## config.mk

```make
export PLATFORM = sky130hd
export DESIGN_NAME = snake_body_ctrl
export DESIGN_NICKNAME = d
export VERILOG_FILES = /design/src/rtl/snake_body_ctrl_pkg.sv /design/src/rtl/snake_next_head.sv /design/src/rtl/snake_body_ctrl.sv
export SDC_FILE = /design/constraint.sdc
export NUM_CORES = 1
export LEC_CHECK = 0
export ABC_AREA = 0
export CORE_MARGIN = 1.5
export CORE_UTILIZATION = 45
export CTS_BUF_LIST = sky130_fd_sc_hd__clkbuf_8
export DETAILED_ROUTE_END_ITERATION = 7
export DONT_BUFFER_PORTS = 1
export PLACE_DENSITY_LB_ADDON = 0.05
export SYNTH_ARGS = -nofsm -noshare
export SYNTH_HDL_FRONTEND = slang
export SYNTH_SLANG_ARGS = --single-unit
export TNS_END_PERCENT = 100
```

## constraint.sdc

```tcl
create_clock -name clk -period 7.1 [get_ports clk]
set_clock_uncertainty 0.2 [all_clocks]
set_input_delay 2.13 -clock clk [delete_from_list [all_inputs] [get_ports clk]]
set_output_delay 2.13 -clock clk [all_outputs]
set_load 0.1 [all_outputs]
```

## src/rtl/snake_body_ctrl_pkg.sv

```systemverilog
// Shared snake game definitions: play state, direction codes, grid defaults.
// Imported by the body controller, food generator and renderer.
package snake_body_ctrl_pkg;

  localparam logic [1:0] PLAY_STATE = 2'b01;

  localparam int GRID_W_DEF = 40;
  localparam int GRID_H_DEF = 30;

  typedef enum logic [1:0] {
    DIR_UP    = 2'b00,
    DIR_DOWN  = 2'b01,
    DIR_LEFT  = 2'b10,
    DIR_RIGHT = 2'b11
  } dir_t;

  typedef struct packed {
    logic [5:0] x;
    logic [5:0] y;
  } cell_t;

  // Same axis, opposite sense.
  function automatic logic is_reverse(dir_t a, dir_t b);
    return (a[1] == b[1]) && (a[0] != b[0]);
  endfunction

endpackage

```

## src/rtl/snake_next_head.sv

```systemverilog
// Next head cell from current head and direction.
// Wall is judged on the current head, so underflow never matters.
module snake_next_head
  import snake_body_ctrl_pkg::*;
#(
  parameter int GRID_W = GRID_W_DEF,
  parameter int GRID_H = GRID_H_DEF
) (
  input  logic [5:0] head_x,
  input  logic [5:0] head_y,
  input  logic [1:0] dir,
  output logic [5:0] next_x,
  output logic [5:0] next_y,
  output logic       wall
);

  localparam logic [5:0] XMAX = 6'(GRID_W - 2);
  localparam logic [5:0] YMAX = 6'(GRID_H - 2);

  always_comb begin
    next_x = head_x;
    next_y = head_y;
    wall   = 1'b0;
    unique case (dir_t'(dir))
      DIR_UP: begin
        wall   = head_y <= 6'd1;
        next_y = head_y - 6'd1;
      end
      DIR_DOWN: begin
        wall   = head_y >= YMAX;
        next_y = head_y + 6'd1;
      end
      DIR_LEFT: begin
        wall   = head_x <= 6'd1;
        next_x = head_x - 6'd1;
      end
      DIR_RIGHT: begin
        wall   = head_x >= XMAX;
        next_x = head_x + 6'd1;
      end
    endcase
  end

endmodule

```

## src/rtl/snake_body_ctrl.sv

```systemverilog
// Snake body stage: segment shift store, direction filter, growth,
// wall/self collision and renderer body lookup.
module snake_body_ctrl
  import snake_body_ctrl_pkg::*;
#(
  parameter int MAX_LEN  = 16,
  parameter int INIT_LEN = 3,
  parameter int GRID_W   = GRID_W_DEF,
  parameter int GRID_H   = GRID_H_DEF,
  parameter int START_X  = 20,
  parameter int START_Y  = 15
) (
  input  logic       clk,
  input  logic       rst,
  input  logic [1:0] game_state,
  input  logic       step,
  input  logic [1:0] dir_req,
  input  logic       grow,
  input  logic [5:0] query_x,
  input  logic [5:0] query_y,
  output logic [5:0] head_x,
  output logic [5:0] head_y,
  output logic [4:0] snake_len,
  output logic       dead,
  output logic       body_hit
);

  cell_t      seg [MAX_LEN];
  logic [4:0] len;
  dir_t       dir;
  dir_t       pend_dir;
  logic       grow_pend;

  logic [5:0] nx;
  logic [5:0] ny;
  logic       wall;

  logic [MAX_LEN-1:0] hit_next;
  logic [MAX_LEN-1:0] hit_query;

  logic play;
  logic growing;
  logic move;
  logic collide;
  logic adv;

  function automatic cell_t init_seg(int i);
    cell_t c;
    c.x = 6'(START_X - i);
    c.y = 6'(START_Y);
    return c;
  endfunction

  snake_next_head #(
    .GRID_W(GRID_W),
    .GRID_H(GRID_H)
  ) u_next (
    .head_x(seg[0].x),
    .head_y(seg[0].y),
    .dir   (pend_dir),
    .next_x(nx),
    .next_y(ny),
    .wall  (wall)
  );

  assign play    = game_state == PLAY_STATE;
  assign growing = grow_pend | grow;
  assign move    = play & step & ~dead;

  // The tail vacates this step unless we grow, so it is only a hazard then.
  always_comb begin
    hit_next  = '0;
    hit_query = '0;
    for (int k = 0; k < MAX_LEN; k++) begin
      if (5'(k) < len) begin
        hit_next[k]  = (seg[k] == {nx, ny}) &&
                       ((5'(k) < len - 5'd1) || growing);
        hit_query[k] = seg[k] == {query_x, query_y};
      end
    end
  end

  assign collide  = |hit_next;
  assign adv      = move & ~wall & ~collide;
  assign body_hit = |hit_query;

  always_ff @(posedge clk or posedge rst) begin
    if (rst) begin
      for (int i = 0; i < MAX_LEN; i++) seg[i] <= init_seg(i);
      len       <= 5'(INIT_LEN);
      dir       <= DIR_RIGHT;
      pend_dir  <= DIR_RIGHT;
      dead      <= 1'b0;
      grow_pend <= 1'b0;
    end else if (!play) begin
      for (int i = 0; i < MAX_LEN; i++) seg[i] <= init_seg(i);
      len       <= 5'(INIT_LEN);
      dir       <= DIR_RIGHT;
      pend_dir  <= DIR_RIGHT;
      dead      <= 1'b0;
      grow_pend <= 1'b0;
    end else begin
      if (!is_reverse(dir_t'(dir_req), dir)) pend_dir <= dir_t'(dir_req);
      if (move) dir <= pend_dir;
      if (move && (wall || collide)) dead <= 1'b1;
      if (adv) begin
        seg[0] <= {nx, ny};
        for (int i = 1; i < MAX_LEN; i++) seg[i] <= seg[i-1];
        if (growing && len < 5'(MAX_LEN)) len <= len + 5'd1;
        grow_pend <= 1'b0;
      end else if (grow) begin
        grow_pend <= 1'b1;
      end
    end
  end

  assign head_x    = seg[0].x;
  assign head_y    = seg[0].y;
  assign snake_len = len;

endmodule

```

# Word-level counts from Yosys, hierarchy flattened
# Index checks and enable logic that the tools add are counted.
[totals]
reg_bits = 203
inputBits = 20
output_inout_bits = 19
word_cells = 221
[op_classes]
add_sub_neg = 6
magnitude_cmp = 37
eq_ne = 44
muxes = 49
bitwise = 8
n_reduce_logical = 40
[op_table]
columns = ["op", "n"]
rows = [
  ["equality test 12 bit", 32],
  ["2-to-1 mux 192 bit", 2],
  ["< comparator 4 x 5 -> 1 bit, first input constant", 16],
  ["< comparator 3 x 5 -> 1 bit, first input constant", 8],
  ["2-to-1 mux 1 bit", 37],
  ["OR reduction 16 bit", 2],
  ["one-hot mux 6 bit (2 select lines)", 2],
  ["< comparator 1 x 5 -> 1 bit, first input constant", 4],
  ["< comparator 2 x 5 -> 1 bit, first input constant", 4],
  ["logical AND 1 bit", 19],
  ["logical OR 1 bit", 17],
  ["2-to-1 mux 5 bit", 3],
  ["adder 6 x 1 -> 6 bit, second input constant", 2],
  ["less-or-equal comparator 6 x 1 -> 1 bit, second input constant", 2],
  ["subtractor 6 x 1 -> 6 bit, second input constant", 2],
  ["2-to-1 mux 2 bit", 4],
  ["inequality test 2 x 1 -> 1 bit, second input constant", 4],
  ["greater-or-equal comparator 6 x 5 -> 1 bit, second input constant", 1],
  ["greater-or-equal comparator 6 bit, second input constant", 1],
  ["adder 5 x 1 -> 5 bit, second input constant", 1],
  ["< comparator 5 bit, second input constant", 1],
  ["subtractor 5 x 1 -> 5 bit, second input constant", 1],
  ["bitwise AND 1 bit", 4],
  ["equality test 2 x 1 -> 1 bit, second input constant", 2],
  ["other kinds (10)", 13],
]

# Logic depth before layout (Yosys ltp)
# Gate-level depths: netlist of the first run.
[depth]
ltp_word = 10
depth_mapped = 18
mapped_depth_nobuf = 12

# By module
# A second synthesis of the first run with hierarchy kept.
[hier_totals]
cells_unflattened = 1447
hier_area_um2 = 14092.3
[by_module_without_submodules]
columns = ["mod", "instances", "cells_per_inst", "area_each_um2", "seq_area_each_um2"]
rows = [
  ["snake_body_ctrl", 1, 1381, 13606.8, 5213.8],
  ["snake_next_head", 1, 66, 485.5, 0.0],
]

# Worst setup path after synthesis of the first run
# Ideal clock, no wire load.
[synth_timing]
path_kind = "input-to-output"
from = "input port query_x[1]"
to = "output port body_hit"
t_arrival_ns = 4.310
t_required_ns = 4.770
path_slack_ns = 0.460
cell_stages = 7
path_buffers = 2
cell_sequence = "clkbuf_1 clkbuf_1 xnor2_1 nand4_1 o41ai_1 nor3_1 nand3_1"
[synth_via]
elab_chain_len = 3
word_cells_on_any_way = 33
classes_between = "eq/ne: 16; mux: 16; reduce/logical: 1"
[synth_rtl]
columns = ["item", "line_no", "rtl"]
rows = [
  ["from (decl)", "snake_body_ctrl.sv:19", "input logic [5:0] query_x,"],
  ["equality test 12 bit", "snake_body_ctrl.sv:78", "hit_query[k] = seg[k] == {query_x, query_y};"],
  ["2-to-1 mux 1 bit", "snake_body_ctrl.sv:75", "if (5'(k) < len) begin"],
  ["OR reduction 16 bit *", "snake_body_ctrl.sv:85", "assign body_hit = |hit_query;"],
  ["to (decl)", "snake_body_ctrl.sv:25", "output logic body_hit"],
]
# Mark *: on every way between the ends. The rest lies on a longest branch, timed or not.

# Final worst setup path of the first run
[layout_timing]
from = "input port query_x[3]"
to = "output port body_hit"
# The elaborated chain is that of the path after synthesis.

==> run_results.csv, run 1 <==
group,metric,value,unit
synth,syn_inst,1736,
power,p_leak,6.44,nW
critical_path,crit_required,4.77,ns
place,placement.io_buffers,0,
run_status,outcome,"finished, final reports clean",
clock_network,cts_made_buffers,39,
synth,syn_nets,1766,
hold_path,holdPathStages,2,
global_routing,grt_pass1_vias,12400,
place,dpl.hpwl,43500,um
layout,syn2layout_area_growth,7.84,%
drt,drtPass1Iterations,5,
layout,fillers,3226,
floorplanning,fp.coreArea,32500,um2
floorplanning,initial_core_util,45.6,%
floorplanning,die_w,185,um
layout,mostFrequentLayoutCells,"nand2_1 (385), xnor2_1 (223), xor2_1 (167)",
floorplanning,core.rowCount,66,
floorplanning,ioPinCount,39,
synth,netlist_area,14800,um2
power,max-vdd-ir-drop,0.135,mV
global_routing,grt_start_max_net_pins,142,
power,power,3.08,mW
synth,ys_types,81,
synth,synth-edff-count,0,
place,place.gp.congestion,0.978,
global_routing,grt_first_pass_wirelength,87500,um
clock_network,cts_sinks,203,
clock_network,holdBufCountCts,0,
critical_path,path_max_fanout,16,
layout,diodes,0,
clock_network,cts_tree,"built",
drt,dr.first_iter.drc_count,1438,
floorplanning,die_y,185,um
drt,via_count,12800,
clock_network,cts_buffer_depth,3,
layout,layout.nets,1705,
sta,min_period,6.36,ns
drt,drt-total-wl,60300,um
sta,tns,0,ns
sta,drv_slew,0,
drt,drc,0,
synth,yosys_warnings,0,
sta,fin_crit_sh,89.6,%
critical_path,worstPathArrival,4.03,ns
synth,synth_top_flop_cell,"dfstp_2",
hold_path,hp-class,"register to register",
critical_path,startpoint_type,"primary input",
sta,tightest_slew,1.20,ns
critical_path,path_class,"primary input to primary output",
synth,syn_avg_cell_area,8.55,um2
sta,timing.fmax,157,MHz
clock_network,ctsResizeCount,0,
synth,async_reset_ff_share,100,%
place,place_inst,2076,
critical_path,rrSetupSlack,1.19,ns
sta,grt_setup_unrepaired,"false",
global_routing,grt_antenna_before_repair,0,
global_routing,grt_overflow,0,
sta,relSlewSlack,20.0,%
layout,fin_util,49.2,%
drt,routedWlPerCell,28.1,um
job,max_cap_violations,0,
clock_network,cts_root_buf,"clkbuf_8",
clock_network,clk_latency,0.61,ns
clock_network,path_clk_slew,0.06,ns
synth,yosysSeqAreaShare,35.1,%
global_routing,grt.total_usage,36.2,%
floorplanning,die_area,34100,um2
place,place_ws,0.751,ns
drt,antenna_left,0,
synth,ys_seq_elements,203,
layout,drive_gt1_share,15.1,%
critical_path,endpoint_kind,"primary output",
sta,fin_ws,0.739,ns
sta,finalHoldViolations,0,
clock_network,cts_max_level,2,
clock_network,post_cts_buffers,0,
sta,setup-violations-final,0,
layout,layoutNonFillerInstCount,2147,
power,powerDensity,193,nW/um2
critical_path,rr_worst_depth,13,
layout,final_common_cell,"nand2_1",
drt,vias_per_cell,5.95,
==> sequential cells by signal (all words and copies together), names as in the netlist <==
register   flops
dir            2
head_y         6
pend_dir       2
snake_len      5
head_x         6
dead           1
seg          180
grow_pend      1
==> worst max-delay path, cell delays in order <==
cell	delay, ns
xor2_1	0.13
nor4_1	0.37
nand4_1	0.14
o41ai_1	0.63
nor3_1	0.11
nand3_1	0.18
buf_4	0.32
==> logic make-up after synthesis <==
family	Yosys count	synth area share, %
and+or+nand+nor	704	22.2
xor gates and xnor gates	410	25.8
AOI/OAI and AO/OA	228	9.69
DFF	203	35.1
buffers and inverters	173	5.73
adders and majority gates	10	0.843
muxes	8	0.548
==> Yosys cell counts (all sizes together) (4+ instances only) <==
cell,number,area [um2]
nand2,385,1450
nand4,46,288
o22ai,7,43.8
mux2i,7,70.1
o2111ai,5,43.8
ha,10,125
and2,4,25.0
o21ai,22,114
nor2b,5,31.3
xor2,168,1480
nand3,107,536
and3,11,68.8
xnor2,230,2080
a2111oi,7,67.6
or3,5,31.3
dfrtp,96,2400
nor2,32,120
xnor3,12,270
clkbuf,83,312
or4,12,93.8
a31oi,6,37.5
o211ai,13,97.6
a211oi,5,37.5
buf,74,479
dfstp,107,2810
o311ai,5,43.8
nor3,29,150
a21oi,122,637
or4b,4,43.8
o21a,5,37.5
nand2b,10,62.6
inv,15,56.3
nor4,42,299
a21o,4,30.0
==> metrics by stage <==
stage	hold WS [ns]	instance area, um2
floorplan	0.284	14800
finish	0.316	16000
detailed placement	0.315	15200
global route	0.336	16000
CTS	0.319	16000
global placement	0.309	15200
==> power breakdown <==
part	total (mW)	internal [mW]	switching (mW)	leakage (nW)
clock	1.27	0.739	0.531	0.494
combinational	0.523	0.194	0.329	3.50
sequential	1.29	1.21	0.0772	2.45
total	3.08	2.15	0.937	6.44
==> per-layer routing <==
layer | vias up | global-route usage, % | share of wire [%]
met5 | - | 0 | 0
met4 | 0 | 16.7 | 5.0
met3 | 145 | 6.56 | 6.6
met2 | 545 | 58.3 | 46
met1 | 6382 | 47.0 | 42
li1 | 5713 | - | -
==> path summary, 6_finish.rpt <==
path,startpoint,to
worst min-delay path,seg[69],seg[57]
max in group asynchronous,rst,head_y[4]
worst max register to register,snake_len[1],seg[165]
worst min register to register,seg[69],seg[57]
worst max-delay path,query_x[3],body_hit
min in group asynchronous,rst,seg[38]
==> final cells by class <==
cell class	instances	area (um2)	area share, %
Clock buffer	50	688	4.30
Sequential cell	203	5220	32.6
Clock inverter	21	161	1.01
Timing Repair Buffer	55	513	3.21
Inverter	16	63.8	0.399
Tap cell	442	553	3.46
Multi-Input combinational cell	1360	8800	55.0
No activity file was read; power rests on OpenSTA's default activity.
==> inputs of run 2 (changes only) <==
==> constraint.sdc (replaced) <==
create_clock -name clk -period 6.9 [get_ports clk]
set_clock_uncertainty 0.2 [all_clocks]
set_input_delay 2.07 -clock clk [delete_from_list [all_inputs] [get_ports clk]]
set_output_delay 2.07 -clock clk [all_outputs]
set_load 0.1 [all_outputs]
==> run 2 against run 1 <==
Against the previous run: combinational power up 4%; critical path depth unchanged; register-to-register slack better by 0.10 ns; setup slack worse by 0.15 ns; sequential cell count unchanged; via count up 1.3%; wire length about the same; critical path type unchanged; largest cell class unchanged.
==> run_results.csv, run 2 (same netlist as run 1, synthesis figures left out) <==
group,metric,value,unit
layout,largest_reg_flops,180,
sta,relSlewSlack,20.8,%
drt,drt-total-wl,60300,um
layout,diodes,0,
layout,syn2layout_area_growth,6.57,%
critical_path,path_class,"primary input to primary output",
global_routing,grt_start_max_net_pins,130,
global_routing,grt_overflow,0,
critical_path,crit_slowest_cell,"o41ai_1",
clock_network,cts_made_buffers,37,
power,powerDensity,188,nW/um2
run_status,outcome,"finished, final reports clean",
power,p_leak,6.36,nW
floorplanning,ioPinCount,39,
sta,min_period,6.31,ns
floorplanning,die_w,185,um
sta,tns,0,ns
critical_path,worstPathCellList,"xor2_1, nor4_1, nand4_1, o41ai_1, nor3_1, nand3_1, buf_4",
sta,fin_crit_sh,91.4,%
sta,tightest_slew,1.18,ns
drt,drc,0,
layout,drive_gt1_share,14.4,%
floorplanning,initial_core_util,45.6,%
drt,vias_per_cell,6.05,
global_routing,grt_antenna_before_repair,3,
floorplanning,fp.coreArea,32500,um2
clock_network,post_cts_buffers,0,
sta,setup-violations-final,0,
global_routing,grt_pass1_vias,12500,
drt,via_count,12900,
critical_path,startpoint_type,"primary input",
global_routing,grt.total_usage,36.0,%
critical_path,path_max_fanout,16,
critical_path,endpoint_kind,"primary output",
critical_path,crit_required,4.63,ns
drt,dr.first_iter.drc_count,1261,
sta,drv_slew,0,
layout,fillers,3266,
clock_network,clk_latency,0.60,ns
global_routing,globalRouteMet2Util,58.1,%
drt,routedWlPerCell,28.2,um
global_routing,use_met1,45.9,%
place,dpl.hpwl,43600,um
global_routing,grt-busiest-layer,"met2",
global_routing,grt_first_pass_wirelength,87400,um
clock_network,ctsResizeCount,0,
sta,timing.fmax,159,MHz
layout,reg_top3,"seg x180, head_x x6, head_y x6",
drt,antenna_left,0,
place,placement.io_buffers,0,
power,max-vdd-ir-drop,0.124,mV
floorplanning,die_y,185,um
layout,regMostFlops,"seg",
clock_network,path_clk_slew,0.06,ns
clock_network,cts_sinks,203,
global_routing,grt.met3_usage,7.45,%
clock_network,cts_max_level,2,
clock_network,cts_buffer_depth,3,
floorplanning,core.rowCount,66,
layout,layout.nets,1702,
sta,grt_setup_unrepaired,"false",
critical_path,slowest_delay,0.60,ns
layout,mostFrequentLayoutCells,"nand2_1 (385), xnor2_1 (223), xor2_1 (167)",
drt,drtPass1Iterations,6,
clock_network,cts_root_buf,"clkbuf_8",
clock_network,cts_tree,"built",
layout,final_common_cell,"nand2_1",
hold_path,hp-class,"register to register",
job,max_cap_violations,0,
critical_path,worstPathArrival,4.04,ns
power,power,2.97,mW
place,place.gp.congestion,1.01,
sta,finalHoldViolations,0,
clock_network,holdBufCountCts,0,
floorplanning,die_area,34100,um2
-- run 2: worst max-delay path: cells and delay by family --
family                    cells  cell delay [ns]
AOI/OAI and AO/OA             1             0.60
buffers and inverters         1             0.33
and+or+nand+nor               4             0.89
xor gates and xnor gates      1             0.13
-- run 2: per-layer routing --
metal	share of wire [%]	wire length, um	vias up
met1	41	24500	6493
met3	7.6	4560	175
met5	0.045	27	-
met2	46	28000	580
li1	-	-	5697
met4	5.3	3200	4
-- run 2: power breakdown --
part           total, mW  switching [mW]  internal, mW
Combinational      0.543           0.344         0.198
Sequential          1.33          0.0788          1.25
Clock               1.10           0.532         0.563
-- run 2: final cells by class --
class                           count  area [um2]  area share, %
Clock buffer                       43         592           3.74
Clock inverter                     22        87.6          0.554
Inverter                           16        63.8          0.404
Multi-Input combinational cell   1360        8800           55.7
Sequential cell                   203        5220           33.0
Tap cell                          442         553           3.50
Timing Repair Buffer               54         493           3.12
-- run 2: path summary, 6_finish.rpt --
path / to / slack [ns] / cells past startpoint / start
setup / recovery: body_hit / 0.59 / 7 / query_y[3]
hold / removal: seg[6] / 0.31 / 2 / seg[6]
setup reg to reg: seg[41] / 1.29 / 15 / head_y[0]
hold reg to reg: seg[6] / 0.31 / 2 / seg[6]
max in group asynchronous: head_x[0] / 4.00 / 3 / rst
min in group asynchronous: seg[66] / 1.28 / 2 / rst
-- run 2: per-stage QoR --
step	std cells	util [%]	instance area, um2	hold WS, ns	setup WS (ns)
global route	2140	48.6	15800	0.340	0.648
finish	2140	48.6	15800	0.308	0.591
floorplan	1736	-	14800	0.284	0.380
detailed placement	2075	46.5	15100	0.303	0.716
CTS	2140	48.6	15800	0.312	0.709
global placement	2075	46.5	15100	0.298	0.722
==> inputs of run 3 (changes only) <==
--- a/config.mk
+++ b/config.mk
@@ -12,6 +12,7 @@
 export DETAILED_ROUTE_END_ITERATION = 7
 export DONT_BUFFER_PORTS = 1
 export PLACE_DENSITY_LB_ADDON = 0.05
+export SETUP_SLACK_MARGIN = 0.3
 export SYNTH_ARGS = -nofsm -noshare
 export SYNTH_HDL_FRONTEND = slang
 export SYNTH_SLANG_ARGS = --single-unit
==> results of run 3 <==
No change in the layout: final DEF, timing and power equal those of run 2.
